<file path="src/rtl/alu_pkg.sv">
// Shared constants for the ALU issue stage.
//   ALUOP_* : two-bit decoded ALUOp from the ID stage
//   FUNCT_* : R-type funct field values the stage understands
//   ALU_*   : operation select codes driven to the ALU
//   buf_state_e : occupancy states of the two-entry result buffer
package alu_pkg;

  localparam logic [1:0] ALUOP_ADD   = 2'b00;
  localparam logic [1:0] ALUOP_SUB   = 2'b01;
  localparam logic [1:0] ALUOP_RTYPE = 2'b10;
  localparam logic [1:0] ALUOP_RSVD  = 2'b11;

  localparam logic [5:0] FUNCT_ADD = 6'b100000;
  localparam logic [5:0] FUNCT_SUB = 6'b100010;
  localparam logic [5:0] FUNCT_AND = 6'b100100;
  localparam logic [5:0] FUNCT_OR  = 6'b100101;
  localparam logic [5:0] FUNCT_SLT = 6'b101010;

  localparam logic [1:0] ALU_AND = 2'b00;
  localparam logic [1:0] ALU_OR  = 2'b01;
  localparam logic [1:0] ALU_ADD = 2'b10;

  typedef enum logic [1:0] {
    BUF_EMPTY = 2'd0,
    BUF_ONE   = 2'd1,
    BUF_TWO   = 2'd2
  } buf_state_e;

endpackage

</file>
<file path="src/rtl/alu_result_buf.sv">
// Two-entry FIFO holding ALU results until the MEM stage takes them.
// Ports:
//   clk_i, rst_ni : clock, synchronous active-low reset
//   push_i        : write data_i (ignored when full and not popping)
//   pop_i         : consume head entry (ignored when empty)
//   data_i        : payload to store
//   valid_o       : at least one entry held
//   full_o        : both entries held
//   data_o        : head entry, zero while empty
module alu_result_buf
  import alu_pkg::*;
#(
  parameter int DW = 8
) (
  input  logic          clk_i,
  input  logic          rst_ni,
  input  logic          push_i,
  input  logic          pop_i,
  input  logic [DW-1:0] data_i,
  output logic          valid_o,
  output logic          full_o,
  output logic [DW-1:0] data_o
);

  buf_state_e    state_q;
  logic          wr_ptr_q;
  logic          rd_ptr_q;
  logic [DW-1:0] mem_q [2];

  logic push_ok;
  logic pop_ok;

  // A push into a full buffer is only legal when the head leaves in the same cycle.
  assign pop_ok  = pop_i && (state_q != BUF_EMPTY);
  assign push_ok = push_i && ((state_q != BUF_TWO) || pop_ok);

  always_ff @(posedge clk_i) begin
    if (!rst_ni) begin
      state_q  <= BUF_EMPTY;
      wr_ptr_q <= 1'b0;
      rd_ptr_q <= 1'b0;
      mem_q[0] <= '0;
      mem_q[1] <= '0;
    end else begin
      if (push_ok) begin
        mem_q[wr_ptr_q] <= data_i;
        wr_ptr_q        <= ~wr_ptr_q;
      end
      if (pop_ok) begin
        rd_ptr_q <= ~rd_ptr_q;
      end
      case (state_q)
        BUF_EMPTY: if (push_ok) state_q <= BUF_ONE;
        BUF_ONE: begin
          if (push_ok && !pop_ok)      state_q <= BUF_TWO;
          else if (!push_ok && pop_ok) state_q <= BUF_EMPTY;
        end
        BUF_TWO:   if (pop_ok && !push_ok) state_q <= BUF_ONE;
        default:   state_q <= BUF_EMPTY;
      endcase
    end
  end

  assign valid_o = (state_q != BUF_EMPTY);
  assign full_o  = (state_q == BUF_TWO);
  assign data_o  = valid_o ? mem_q[rd_ptr_q] : '0;

endmodule

</file>
<file path="src/rtl/alu_issue_stage.sv">
// Execute-stage front end sitting directly upstream of the ALU.
// Registers decoded ops (ID/EX), decodes ALUOp/funct into ALU controls,
// and captures the ALU result into a two-entry buffer feeding MEM.
// Ports:
//   clk_i, rst_ni          : clock, synchronous active-low reset
//   in_valid_i/in_ready_o  : upstream handshake
//   in_aluop_i, in_funct_i : decoded control
//   in_a_i, in_b_i, in_rd_i: operands and destination register
//   alu_in1_o..alu_cin_o   : controls and operands to the ALU
//   alu_out_i, alu_cout_i  : ALU result and carry
//   out_valid_o/out_ready_i: downstream handshake
//   out_result_o, out_zero_o, out_cout_o, out_rd_o, out_illegal_o : result entry
// Configuration macro:
//   ALU_SLT_EN : when defined, funct 101010 executes slt; otherwise it is illegal.
module alu_issue_stage
  import alu_pkg::*;
#(
  parameter int WIDTH  = 32,
  parameter int REG_AW = 5
) (
  input  logic              clk_i,
  input  logic              rst_ni,
  input  logic              in_valid_i,
  output logic              in_ready_o,
  input  logic [1:0]        in_aluop_i,
  input  logic [5:0]        in_funct_i,
  input  logic [WIDTH-1:0]  in_a_i,
  input  logic [WIDTH-1:0]  in_b_i,
  input  logic [REG_AW-1:0] in_rd_i,
  output logic [WIDTH-1:0]  alu_in1_o,
  output logic [WIDTH-1:0]  alu_in2_o,
  output logic [1:0]        alu_op_o,
  output logic              alu_binvert_o,
  output logic              alu_cin_o,
  input  logic [WIDTH-1:0]  alu_out_i,
  input  logic              alu_cout_i,
  output logic              out_valid_o,
  input  logic              out_ready_i,
  output logic [WIDTH-1:0]  out_result_o,
  output logic              out_zero_o,
  output logic              out_cout_o,
  output logic [REG_AW-1:0] out_rd_o,
  output logic              out_illegal_o
);

  localparam int PW = WIDTH + REG_AW + 3;

  logic              s1_valid_q;
  logic [1:0]        s1_aluop_q;
  logic [5:0]        s1_funct_q;
  logic [WIDTH-1:0]  s1_a_q;
  logic [WIDTH-1:0]  s1_b_q;
  logic [REG_AW-1:0] s1_rd_q;

  logic [1:0]        dec_op;
  logic              dec_binv;
  logic              dec_cin;
  logic              dec_illegal;
  logic              dec_slt;

  logic              slt_ovf;
  logic [WIDTH-1:0]  res_result;
  logic              res_zero;
  logic              res_cout;

  logic              buf_valid;
  logic              buf_full;
  logic [PW-1:0]     buf_data;
  logic              pop;
  logic              advance;

  assign pop        = buf_valid && out_ready_i;
  assign advance    = s1_valid_q && (!buf_full || pop);
  assign in_ready_o = rst_ni && (!s1_valid_q || advance);

  always_ff @(posedge clk_i) begin
    if (!rst_ni) begin
      s1_valid_q <= 1'b0;
      s1_aluop_q <= '0;
      s1_funct_q <= '0;
      s1_a_q     <= '0;
      s1_b_q     <= '0;
      s1_rd_q    <= '0;
    end else if (in_valid_i && in_ready_o) begin
      s1_valid_q <= 1'b1;
      s1_aluop_q <= in_aluop_i;
      s1_funct_q <= in_funct_i;
      s1_a_q     <= in_a_i;
      s1_b_q     <= in_b_i;
      s1_rd_q    <= in_rd_i;
    end else if (advance) begin
      s1_valid_q <= 1'b0;
    end
  end

  // Subtraction is a + ~b + 1, so every subtract path sets both binvert and Cin.
  // Empty or illegal S1 leaves the ALU controls at their quiet AND/0/0 value.
  always_comb begin
    dec_op      = ALU_AND;
    dec_binv    = 1'b0;
    dec_cin     = 1'b0;
    dec_illegal = 1'b0;
    dec_slt     = 1'b0;
    if (s1_valid_q) begin
      case (s1_aluop_q)
        ALUOP_ADD: dec_op = ALU_ADD;
        ALUOP_SUB: begin
          dec_op   = ALU_ADD;
          dec_binv = 1'b1;
          dec_cin  = 1'b1;
        end
        ALUOP_RTYPE: begin
          case (s1_funct_q)
            FUNCT_ADD: dec_op = ALU_ADD;
            FUNCT_SUB: begin
              dec_op   = ALU_ADD;
              dec_binv = 1'b1;
              dec_cin  = 1'b1;
            end
            FUNCT_AND: dec_op = ALU_AND;
            FUNCT_OR:  dec_op = ALU_OR;
`ifdef ALU_SLT_EN
            FUNCT_SLT: begin
              dec_op   = ALU_ADD;
              dec_binv = 1'b1;
              dec_cin  = 1'b1;
              dec_slt  = 1'b1;
            end
`endif
            default: dec_illegal = 1'b1;
          endcase
        end
        default: dec_illegal = 1'b1;
      endcase
    end
  end

  assign alu_in1_o     = s1_a_q;
  assign alu_in2_o     = s1_b_q;
  assign alu_op_o      = dec_op;
  assign alu_binvert_o = dec_binv;
  assign alu_cin_o     = dec_cin;

  // Signed less-than from the subtract: the sign of a-b is wrong exactly when it overflowed.
  assign slt_ovf = (s1_a_q[WIDTH-1] != s1_b_q[WIDTH-1]) &&
                   (alu_out_i[WIDTH-1] != s1_a_q[WIDTH-1]);

  always_comb begin
    res_result = alu_out_i;
    if (dec_illegal) begin
      res_result = '0;
    end else if (dec_slt) begin
      res_result = {{(WIDTH-1){1'b0}}, alu_out_i[WIDTH-1] ^ slt_ovf};
    end
  end

  assign res_zero = !dec_illegal && (res_result == '0);
  assign res_cout = !dec_illegal && !dec_slt && (dec_op == ALU_ADD) && alu_cout_i;

  alu_result_buf #(
    .DW(PW)
  ) u_result_buf (
    .clk_i   (clk_i),
    .rst_ni  (rst_ni),
    .push_i  (advance),
    .pop_i   (pop),
    .data_i  ({res_result, res_zero, res_cout, s1_rd_q, dec_illegal}),
    .valid_o (buf_valid),
    .full_o  (buf_full),
    .data_o  (buf_data)
  );

  assign out_valid_o = buf_valid;
  assign {out_result_o, out_zero_o, out_cout_o, out_rd_o, out_illegal_o} = buf_data;

endmodule

</file>
<file path="config.mk">
export PLATFORM = sky130hd
export DESIGN_NAME = alu_issue_stage
export DESIGN_NICKNAME = d
export VERILOG_FILES = /design/src/rtl/alu_pkg.sv /design/src/rtl/alu_result_buf.sv /design/src/rtl/alu_issue_stage.sv
export SDC_FILE = /design/constraint.sdc
export NUM_CORES = 1
export LEC_CHECK = 0
export CORE_MARGIN = 2
export CORE_UTILIZATION = 30
export CTS_BUF_LIST = sky130_fd_sc_hd__clkbuf_8
export DETAILED_ROUTE_END_ITERATION = 10
export GPL_TIMING_DRIVEN = 0
export HOLD_SLACK_MARGIN = 0.12
export PLACE_DENSITY = 0.58
export SETUP_SLACK_MARGIN = 0.4
export SYNTH_ARGS = -nofsm -noshare
export SYNTH_HDL_FRONTEND = slang
export SYNTH_SLANG_ARGS = --single-unit
</file>
<file path="constraint.sdc">
create_clock -name clk_i -period 8.5 [get_ports clk_i]
set_input_delay 2.55 -clock clk_i [delete_from_list [all_inputs] [get_ports clk_i]]
set_output_delay 2.55 -clock clk_i [all_outputs]
set_load 0.01 [all_outputs]
</file>
Yosys cells after proc, flatten, opt, wreduce, memory -nomap -nowiden
Memory sizes are Yosys's and may differ from the RTL's. A register that Yosys moved wholly into a read port is not among the register bits.
Index checks and enable logic that the tools add are counted.
{ "word_totals": {"ramBits": 80, "register_bits": 82, "mem_count": 1, "out_inout_bits": 110, "word_cells": 81} }
{ "memory_table": {"columns": ["name", "depth", "word_bits", "read_ports", "rd_clocked_by_memory_dff", "write_ports", "line_no", "text"], "rows": [
  ["u_result_buf.mem_q", 2, 40, 1, 1, 2, "alu_result_buf.sv:28", "logic [DW-1:0] mem_q [2];"]
]} }
{ "op_classes": {"n_reduce_logical": 29, "n_bitwise": 2, "muxes": 27, "eq_ne": 13} }
{ "ops": {"columns": ["operator", "count"], "rows": [
  ["two-way mux 40 bit", 2],
  ["OR reduction 40 bit", 1],
  ["logical NOT 32 bit", 1],
  ["two-way mux 32 bit", 1],
  ["equality test 6 bit (second input constant)", 4],
  ["two-way mux 1 bit", 14],
  ["logical AND 1 bit", 11],
  ["two-way mux 2 bit", 5],
  ["case mux 2 bit (2 select lines)", 2],
  ["equality test 2 bit (second input constant)", 3],
  ["case mux 2 bit (3 select lines)", 1],
  ["logical NOT 1 bit", 5],
  ["equality test 2 x 1 -> 1 bit (second input constant)", 2],
  ["logical NOT 2 bit", 2],
  ["!= test 2 x 1 -> 1 bit (second input constant)", 2],
  ["case mux 1 bit (2 select lines)", 2],
  ["nonzero test 2 bit", 2],
  ["OR reduction 2 bit", 2],
  ["OR reduction 4 bit", 1],
  ["logical OR 1 bit", 3],
  ["!= test 3 x 1 -> 1 bit (second input constant)", 1],
  ["AND reduction 3 bit", 1],
  ["!= test 2 bit (second input constant)", 1],
  ["NOT 1 bit", 2]
]} }

Depth between registers and ports, before layout
Gate-level depths: netlist of run 1.
{ "logic_depth": {"depth_word": 10, "ltp_mapped": 6} }

By module
Synthesis of run 1 repeated with hierarchy kept, for this count alone.
{ "hier_totals": {"hier_cells": 694, "area_unflattened_um2": 7380.8} }
{ "by_module_without_submodules": {"columns": ["mod", "cells_each", "seq_area_each_um2", "area_per_inst_um2", "n_inst"], "rows": [
  ["alu_result_buf", 291, 2502.4, 3832.4, 1],
  ["alu_issue_stage", 403, 1561.5, 3548.4, 1]
]} }

Worst setup path before layout of run 1
Ideal clock, no wire load.
{ "synth_timing": {"path_kind": "input -> output", "start": "input port rst_ni", "end": "output port in_ready_o", "stages": 3, "t_arrival_ns": 3.118, "path_buffers": 1, "slack_ns": 2.832, "t_required_ns": 5.950, "path_cell_list": "clkbuf_1 inv_1 nor2_1"} }
{ "synth_between": {"elab_chain_len": 1} }
{ "synth_lines": {"columns": ["element", "line_no", "text"], "rows": [
  ["start, declared", "alu_issue_stage.sv:22", "input logic rst_ni,"],
  ["logical AND 1 bit", "alu_issue_stage.sv:74", "assign in_ready_o = rst_ni && (!s1_valid_q || advance);"],
  ["end, declared", "alu_issue_stage.sv:24", "output logic in_ready_o,"]
]} }
No other way between the ends.

Worst setup path after layout of run 1
Ends and elaborated chain as after synthesis.

==> impl_results.md, run 1 <==
- Syn Area/Cell: 10.74 µm²
- Max Fanout on Critical Path: 10
- Fin crit share: 0.8327
- Antenna violations before repair: 0
- Initial DRT Pass Iterations: 4
- Final ANT Viol Nets: 0
- Core Rows: between 50 and 60
- CP Data Arrival Time: roughly 4500 ps
- Worst VDD drop: around 81 µV
- Worst-path cell chain: clkdlybuf4s50_1, clkbuf_1, inv_1, nor2_1, clkdlybuf4s50_1
- Path depth of the worst reg2reg path: 6
- Vias per inst: between 4 and 5
- Critical path's top delay family: buffers and inverters
- Top post-synthesis cells by area: edfxtp_1 (33%), dfxtp_1 (23%), mux2i_1 (16%), nor3b_1 (6.7%), inv_1 (4.7%)
- Crit path depth: 5
- Num CTS Buffers: 17
- Synthesized Nets: around 790
- Placed Instances: ~1200
- Hold Crit Class: reg -> reg
- Via Count: about 5500
- Pwr Total: roughly 0.0017 W
- Largest net degree at the start of global routing: 28
- Commonest non-fill, non-tap cell in the layout: clkdlybuf4s50_1
- Predominant post-synthesis flop cell: dfxtp_1
- Grt ovf: 0
- # resized after CTS: 0
- Setup violations, final: 0
- Port-buffer cells: around 220
- Chip height: between 150 and 200 µm
- Proportion of netlist area held by the largest area contributor: 0.3339
- Core area: 23540 µm²
- CTS HTree Levels: 4
- Antenna Cells: 0
- Leakage power total: roughly 3.9 nW
- Drc violations: 0
- Slew Limit Fails: 0
- Min Tclk post-route: ~7100 ps
- Routability cong.: roughly 0.74
- CTS sink count: roughly 160
- Yosys reg bits: between 150 and 200
- Area Overhead vs Synth: 42.27%
- Most frequent CP cell: clkdlybuf4s50_1
- DR WL/cell: 15.64 µm
- First-pass GRT wire length: around 31000 µm
- Clk_lat worst skew: 450 ps
- Clk buf depth: 2
- Die X: between 150 and 200 µm
- Final wirelength: around 19000 µm
- Final worst slack: around 1400 ps
- Crit start category: primary input
- Fill cells: roughly 2300
- Worst slack at placement: between 1000 and 1500 ps
- Final worst clock skew: between 10 and 15 ps
- Slew headroom: 0.5181
- Final net count: about 1000
- Status: finished, final reports clean
- Post-route cell area: between 10000 and 15000 µm²
- Layout cell share with drive strength beyond 1: 0.07012
- Cell count of the worst hold path: 2
- Most frequent cells in the layout: clkdlybuf4s50_1 (223), mux2i_1 (118), inv_1 (91)
- Syn. warnings: 0
- Cell type with the largest total area after synthesis: edfxtp_1
- Pwr dens: approximately 170 nW/µm²
- Mapped Area: between 7000 and 8000 µm²
- Hold-fix buffers, CTS: 0
- Maxcap violations: 0
- Worst-margin pin slew: 722.8 ps
- Drt initial violations: 259
- Max Clk Rate: about 140 MHz
- Post-route setup TNS: 0 ps
- R2R Setup Slk: 5980 ps
- Clk root buf: clkbuf_8
- Instance count of the mapped netlist: 670
- RSZ-0062 raised after global routing: false
- Worst setup path class: in -> out
- Slowest cell delay on critical path: around 570 ps
- Die area: about 25000 µm²
- Vias in the first global route: between 5000 and 6000
- IO Count: 224
- Setup Buffers After CTS: 0
- Unique cell type count in the Yosys netlist: 34
- Seq/Total Area, Yosys: 0.5648
- Final HPWL DP: about 14000 µm
- Overall Global Routing Usage: 0.1556
- Req. time, crit path: slightly below 6000 ps
- Clk pin slew, worst setup/hold paths: about 90 ps
- Ys async rst share: 0
- Dpl cell area: 9872 µm²
- Worst setup EP type: primary output
- Final Hold Viols: 0
- EDFF count, synth: 80
- Initial core utilization: 0.3056
- TritonCTS clock tree: yes
- Non-Filler Instances: 1246
- Worst path bufs/invs: 4
- Cell at the slowest stage of the critical path: clkdlybuf4s50_1
[cells by family after synthesis]
family	share of synthesized area
flops	0.5648
compound gates	0.01095
mux	0.1641
xor+xnor	0.001217
simple gates	0.1737
buf+inv	0.07825
fa+ha+maj	0.006956
[power breakdown]
part	leakage (nW)	switching [W]	internal, W
combinational	2.17	0.000130	0.000154
sequential	1.52	0.0000228	0.000874
clock	0.194	0.000322	0.000221
total	3.89	0.000475	0.00125
[cell usage after synthesis, types with 3 or more instances]
cell type and instances:
ha_1 4, nor3b_1 64, nand4_1 3, buf_6 4
nor4_1 12, a21oi_1 3, nand2_1 82, dfxtp_1 83
clkbuf_1 21, edfxtp_1 80, nor2_1 60, inv_1 91
buf_2 18, mux2i_1 118
[path summary, 6_finish.rpt]
path                  from                   endpoint
max                 rst_ni                 in_ready_o
min             s1_rd_q[0]                 s1_rd_q[0]
max reg2reg  s1_aluop_q[0]  u_result_buf.mem_q[1][30]
min reg2reg     s1_rd_q[0]                 s1_rd_q[0]
[state kept, by name, summed over array words and instances (netlist names), named ones only]
signal	cells
alu_in1_o	32
u_result_buf.wr_ptr_q	1
alu_in2_o	32
s1_valid_q	1
u_result_buf.state_q	2
u_result_buf.rd_ptr_q	1
s1_funct_q	6
s1_aluop_q	2
u_result_buf.mem_q	80
s1_rd_q	5
[per-layer routing]
metal  global-route usage  routed length [µm]  up-vias  part of all wire
li1                     -                   -     2726                 -
met1               0.1971                8651     2549              0.44
met2               0.2445                8668      212              0.44
met3              0.07210                2035        8              0.10
met4              0.03099                 133        0            0.0068
met5                    0                   0        -                 0
[tightest hold or removal path: cells and delay by family, from the launching register on]
family           cells  cell delay (ps)
DFF                  1              320
muxes                1               50
and+or+nand+nor      1               50
[metrics by stage]
stage	utilization	hold slack [ps]
finish	0.4348	460.3
global route	0.4348	478.7
CTS	0.4348	464.1
detailed placement	0.4193	445.7
global placement	0.4174	440.8
floorplan	-	434.7
[area by class of cell]
cell class / count / area (µm²) / area share
tap: 319 / 399.1 / 0.03899
multi-input combinational: 372 / 2574 / 0.2514
inverter: 91 / 341.6 / 0.03337
clock inverter: 14 / 117.6 / 0.01149
timing repair buffer: 225 / 2272 / 0.2220
sequential: 163 / 4064 / 0.3970
buffer: 44 / 221.5 / 0.02163
clock buffer: 18 / 247.7 / 0.02420
No activity file was read; power rests on OpenSTA's default activity.
==> run 2: changes to the inputs <==
==> constraint.sdc (replaced) <==
create_clock -name clk_i -period 6.8 [get_ports clk_i]
set_input_delay 2.04 -clock clk_i [delete_from_list [all_inputs] [get_ports clk_i]]
set_output_delay 2.04 -clock clk_i [all_outputs]
set_load 0.01 [all_outputs]
==> results of run 2 <==
Same layout as run 1 (identical final DEF). Status: finished, final reports clean.
Among the figures that moved: setup slack after placement 1346 ps -> 666.1 ps; setup slack after layout 1422 ps -> 742.2 ps; register-to-register setup slack 5980 ps -> 4280 ps; total power 0.001723 W -> 0.002154 W; worst IR drop on VDD 81.50 µV -> 101.9 µV
